===== config.mk =====
export PLATFORM = sky130hd
export DESIGN_NAME = demux_1_2_stream
export DESIGN_NICKNAME = d
export VERILOG_FILES = /design/src/rtl/demux_1_2_stream.sv
export SDC_FILE = /design/constraint.sdc
export NUM_CORES = 1
export LEC_CHECK = 0
export CAP_MARGIN = 10
export CORE_ASPECT_RATIO = 0.8
export CORE_MARGIN = 2
export CORE_UTILIZATION = 39
export DETAILED_ROUTE_END_ITERATION = 8
export PLACE_DENSITY = 0.82
export SYNTH_ARGS = -nofsm -noshare
export SYNTH_HDL_FRONTEND = slang
export SYNTH_SLANG_ARGS = --single-unit

===== constraint.sdc =====
create_clock -name clk -period 1.3 [get_ports clk]
set_clock_uncertainty 0.1 [all_clocks]
set_input_delay 0.26 -clock clk [delete_from_list [all_inputs] [get_ports clk]]
set_output_delay 0.26 -clock clk [all_outputs]
set_load 0.02 [all_outputs]

===== src/rtl/demux_1_2_stream.sv =====
// Registered 1-to-2 valid/ready stream demultiplexer with per-channel beat counters.
// Optional round-robin steering is built when DEMUX_RR_EN is defined.
module demux_1_2_stream #(
  parameter int WIDTH     = 8,
  parameter int CNT_WIDTH = 8
) (
  input  logic                 clk,
  input  logic                 rst_n,
  input  logic [WIDTH-1:0]     d,
  input  logic                 d_valid,
  output logic                 d_ready,
  input  logic                 s,
`ifdef DEMUX_RR_EN
  input  logic                 rr,
`endif
  output logic [WIDTH-1:0]     a,
  output logic                 a_valid,
  input  logic                 a_ready,
  output logic [WIDTH-1:0]     b,
  output logic                 b_valid,
  input  logic                 b_ready,
  output logic [CNT_WIDTH-1:0] a_cnt,
  output logic [CNT_WIDTH-1:0] b_cnt
);

  logic tgt;
  logic accept;
  logic load_a, load_b;
  logic drain_a, drain_b;

`ifdef DEMUX_RR_EN
  logic ptr;

  // ptr = 0 selects channel A; it only advances on accepted beats in RR mode.
  always_ff @(posedge clk or negedge rst_n) begin
    if (!rst_n)
      ptr <= 1'b0;
    else if (accept && rr)
      ptr <= ~ptr;
  end

  assign tgt = rr ? ptr : s;
`else
  assign tgt = s;
`endif

  // Ready depends only on the target channel's state, never on d_valid.
  assign d_ready = tgt ? (!b_valid || b_ready) : (!a_valid || a_ready);
  assign accept  = d_valid && d_ready;
  assign load_a  = accept && !tgt;
  assign load_b  = accept && tgt;
  assign drain_a = a_valid && a_ready;
  assign drain_b = b_valid && b_ready;

  always_ff @(posedge clk or negedge rst_n) begin
    if (!rst_n) begin
      a       <= '0;
      a_valid <= 1'b0;
      a_cnt   <= '0;
    end else begin
      a_valid <= load_a || (a_valid && !a_ready);
      if (load_a)
        a <= d;
      if (drain_a)
        a_cnt <= a_cnt + CNT_WIDTH'(1);
    end
  end

  always_ff @(posedge clk or negedge rst_n) begin
    if (!rst_n) begin
      b       <= '0;
      b_valid <= 1'b0;
      b_cnt   <= '0;
    end else begin
      b_valid <= load_b || (b_valid && !b_ready);
      if (load_b)
        b <= d;
      if (drain_b)
        b_cnt <= b_cnt + CNT_WIDTH'(1);
    end
  end

endmodule

Yosys cells after proc, flatten, opt, wreduce, memory -nomap -nowiden --
Index checks and enable logic that the tools add are counted.
Storage, ports and cells: memory bits (writable) 0, bits in latches 0, word-level logic and storage cells 25, ROM bits 0, register bits 34, bits of input ports 14, memories 0
Cells by class: order comparisons 0, add/sub/neg operators 2, div/mod/pow operators 0, reductions and logical operators 16, mux-type cells 1, equality and inequality tests 0, shift-type cells 0, bitwise logic cells 0, multiply operators 0
Operators by type and width (number):
- $add 8x1->8 const B | 2
- $logic_and 1x1->1 | 7
- $logic_not 1->1 | 5
- $logic_or 1x1->1 | 4
- $mux 1 | 1

Depth between registers and ports, before layout --
depth after elaboration 6, depth in mapped cells 4, mapped depth without buffers 4

Worst setup path before layout --
OpenSTA, ideal clock, no wires.
kind reg2reg, start reg a_valid, end reg a[0], setup slack -0.197 ns, stages on the path, launching flop included 4, data arrival time 1.272 ns, data required time 1.075 ns, buffers on the path 0, cells stage by stage dfrtp_1 nand2b_2 nor3b_4 mux2_2
Between the ends: word-level cells in the longest chain between the ends 5
Ends and longest elaborated chain:
- start: declaration | line 17 | output logic a_valid,
- start signal: assignment | line 61 | a_valid <= load_a || (a_valid && !a_ready);
- $logic_not 1->1 | line 48 | assign d_ready = tgt ? (!b_valid || b_ready) : (!a_valid || a_ready);
- $logic_or 1x1->1 | line 48
- $mux 1 | line 48
- $logic_and 1x1->1 | line 49 | assign accept = d_valid && d_ready;
- $logic_and 1x1->1 | line 50 | assign load_a = accept && !tgt;
- end signal: assignment | line 57 | a <= '0;
- end signal: assignment | line 63 | a <= d;
- end: declaration | line 16 | output logic [WIDTH-1:0] a,
Every way passes these cells. A chain may end at the register's enable or synchronous reset.

Worst setup path in the final report --
start reg a_valid, end out d_ready
Between the ends: word-level cells in the longest chain between the ends 3
Ends and longest elaborated chain:
- $logic_not 1->1 | line 48
- $logic_or 1x1->1 | line 48
- $mux 1 | line 48
- end: declaration | line 11 | output logic d_ready,
Every way passes these cells.

==> key figures <==
Run status
  – Status: complete, but fails checks
  – Violated checks: negative setup slack

Synthesis
  – Synthesized flop and latch total: 34
  – Mapped Area: 1380 sq um
  – Yosys cell types: 17
  – Largest family of logic cells by synthesized area: multiplexers
  – Compound-cell area share of the yosys netlist: 0.00363
  – Synth area leader: dfrtp_1
  – Synthesized net count: 118
  – Syn Area/Cell: 13.5 sq um
  – Sequential area share after synthesis: 0.617
  – Simple-gate portion of the synthesized area: 0.111
  – Synth Warn #: 0
  – Post-Synth XOR/XNOR Area: 0.0889
  – Post-synth top area share: 0.617
  – Synth top area cells: dfrtp_1 62%, mux2_2 16%, xor2_1 6.4%
  – Post-synthesis cell count: 102
  – Synth Area in Adders: 0.0181
  – Multiplexer area fraction after synthesis: 0.155

Route
  – Average wire per standard cell: 16.0 um
  – Detailed-route DRC error count: 0
  – Drt initial violations: 29
  – Uppermost routed layer: met4
  – 1st-pass router iterations: 4
  – Via/cell ratio: 4.81
  – M1 wire length: 1470 um
  – Routed WL: 3740 um
  – Vias post-DR: 1125
  – Met3 wire length: 208 um
  – Routed Antenna Nets: 0
  – Met2 wire length: 2030 um

Setup path
  – CP endpoint kind: output port
  – Crit path kind: flip-flop to output port
  – Critical Path AT: 1.15 ns
  – Crit start category: flip-flop
  – CP Cell Sequence: nand2b_4 -> mux2_4 -> buf_6
  – Slowest stage delay, CP: 0.39 ns
  – Critical Path RT: 0.94 ns
  – Critical Path Fanout Max: 2
  – CP max stage cell: dfrtp_2

Clock network
  – CTS tree: built
  – Num Clock Sinks: 34
  – Num CTS Buffers: 5
  – Clk pin slew, worst setup/hold paths: 0.07 ns
  – Htree depth: 2
  – Worst-Skew Late Latency: 0.28 ns
  – Max clock buf depth: 2
  – Root Buffer Master: clkbuf_8
  – Post-CTS Hold Buffers: 0

Power
  – PD cells: 1710 nW/um^2
  – Sw Ratio: 0.363
  – Seq pwr share: 0.359
  – Lkg Pwr: 1.26 nW
  – Overall power: 4.18 mW
  – Int Pwr: 2.66 mW
  – Comb pwr share: 0.449
  – NetSw: 1.52 mW
  – Clock Power Share: 0.192
  – Max IR drop VDD: 0.00135 V

Floorplan
  – Num rows: 19
  – Die Height: 57.2 um
  – Die area: 4030 sq um
  – I/O pin count: 49
  – Core Area: 3400 sq um
  – Die width: 70.5 um
  – Starting Density: 0.406

Global routing
  – Grt ovf: 0
  – Vias in the first global route: 1177
  – First-pass GRT wire length: 5770 um
  – Antenna violations before repair: 0
  – Largest net degree at the start of global routing: 35
  – GR Util All Layers: 0.187

Timing
  – Setup Total Neg Slack: -2.69 ns
  – Slew @ Worst Pin: 0.246 ns
  – Final Hold Vio Count: 0
  – Period minus WS final: 1.51 ns
  – # setup viols final: 26
  – Final Cycle Share: 1.16
  – Max-slew headroom: 0.835
  – Post-route setup slack: -0.206 ns
  – Max-slew violation count: 0
  – RSZ-0062 raised after global routing: true
  – Fmax: 0.664 GHz
  – Final hold slack: 0.244 ns

Min path
  – Hold crit path type: input port to asynchronous set/reset pin

Placed design
  – Inst Count DP: 219
  – Dpl ws: -0.749 ns
  – # port buffers: 48
  – Dpl hpwl: 2290 um
  – Gpl congestion: 0.708

Run
  – Max cap viols: 0

Cells and area
  – Share of cells above drive strength 1: 0.630
  – Finished Layout Cells: 234
  – P&R area growth vs syn: 76.8%
  – ANT cells: 0
  – Filler cells: 220
  – Fin nets: 207
-- registers in the layout, indices dropped and copies added (netlist names) --
name,cells
b_valid,1
a_valid,1
a_cnt,8
b_cnt,8
a,8
b,8
-- cells in the final DEF, fill, tap and decap left out, types with 4 or more instances in the layout --
| cell | n |
|---|---|
| buf_2 | 29 |
| buf_4 | 22 |
| buf_6 | 13 |
| clkbuf_8 | 6 |
| clkdlybuf4s50_1 | 9 |
| dfrtp_1 | 30 |
| dfrtp_2 | 4 |
| dlygate4sd2_1 | 4 |
| mux2_4 | 19 |
| nand2_1 | 10 |
| xor2_1 | 10 |
-- worst paths after layout --
path                              startpoint  depth (start not counted)  slack [ns]              endpoint
max                        a_valid$_DFF_PN0_                          3       -0.21               d_ready
min                                    rst_n                          2        0.24  a_cnt[7]$_DFFE_PN0P_
max reg2reg                a_valid$_DFF_PN0_                          5       -0.19      a[4]$_DFFE_PN0P_
min reg2reg                 a[5]$_DFFE_PN0P_                          1        0.41      a[5]$_DFFE_PN0P_
max in group asynchronous              rst_n                          2        0.66     b_valid$_DFF_PN0_
min in group clk                     b_ready                          3        0.32     b_valid$_DFF_PN0_
-- power groups by stage --
stage | clock (mW) | combinational [mW] | sequential, mW
floorplan | 0 | 0.369 | 1.89
global placement | 0 | 1.68 | 1.48
detailed placement | 0 | 1.71 | 1.50
CTS | 0.806 | 1.67 | 1.49
global route | 0.869 | 1.99 | 1.53
finish | 0.802 | 1.88 | 1.50
-- cells by family (layout without fill, tap and decap cells) --
| kind of cell | Yosys count | after routing |
|---|---|---|
| flip-flops | 34 | 34 |
| AND/OR/NAND/NOR | 30 | 30 |
| multiplexers | 19 | 19 |
| XOR/XNOR | 14 | 14 |
| adder cells (fa/ha/maj) | 2 | 2 |
| buffers and inverters | 2 | 92 |
| AO/OA/AOI/OAI | 1 | 1 |
-- critical path, delay by kind of cell (launching register included) --
kind	cells	cell delay, ns
and+or+nand+nor	1	0.06
buffers and inverters	1	0.13
muxes	1	0.27
DFF	1	0.39
-- Yosys cell counts, drive strengths merged --
cell / count
xor2: 10
nor3b: 1
nand3: 4
nor2: 4
o21ai: 1
nor4: 2
mux2: 19
nor3: 4
inv: 1
nand2b: 2
nor2b: 1
buf: 1
ha: 2
xnor2: 4
dfrtp: 34
nand2: 12
-- per-stage QoR --
step            util  instance area (sq um)
6_report       0.717                   2440
5_1_grt        0.717                   2440
4_1_cts        0.699                   2370
3_5_place_dp   0.640                   2180
3_3_place_gp   0.640                   2180
2_1_floorplan      -                   1420
-- layout make-up --
type / count / area, sq um / area share
tap: 42 / 52.6 / 0.0216
clock buffer: 7 / 86.3 / 0.0354
timing repair buffer: 83 / 671 / 0.275
clock inverter: 1 / 5.00 / 0.00205
multi-input combinational: 66 / 763 / 0.313
inverter: 1 / 3.75 / 0.00154
sequential: 34 / 856 / 0.351
-- what timing repair did --
action | CTS | global route
setup buffers | 0 | 7
pin swaps | 3 | 11
setup endpoints to repair | 58 | 56
resized for setup | 144 | 58
-- layer usage --
layer / track usage / vias to the layer above
met4: 0.0742 / 0
met5: 0 / -
met1: 0.221 / 562
met2: 0.325 / 36
met3: 0.0548 / 5
li1: - / 522
No activity file was read; power rests on OpenSTA's default activity.
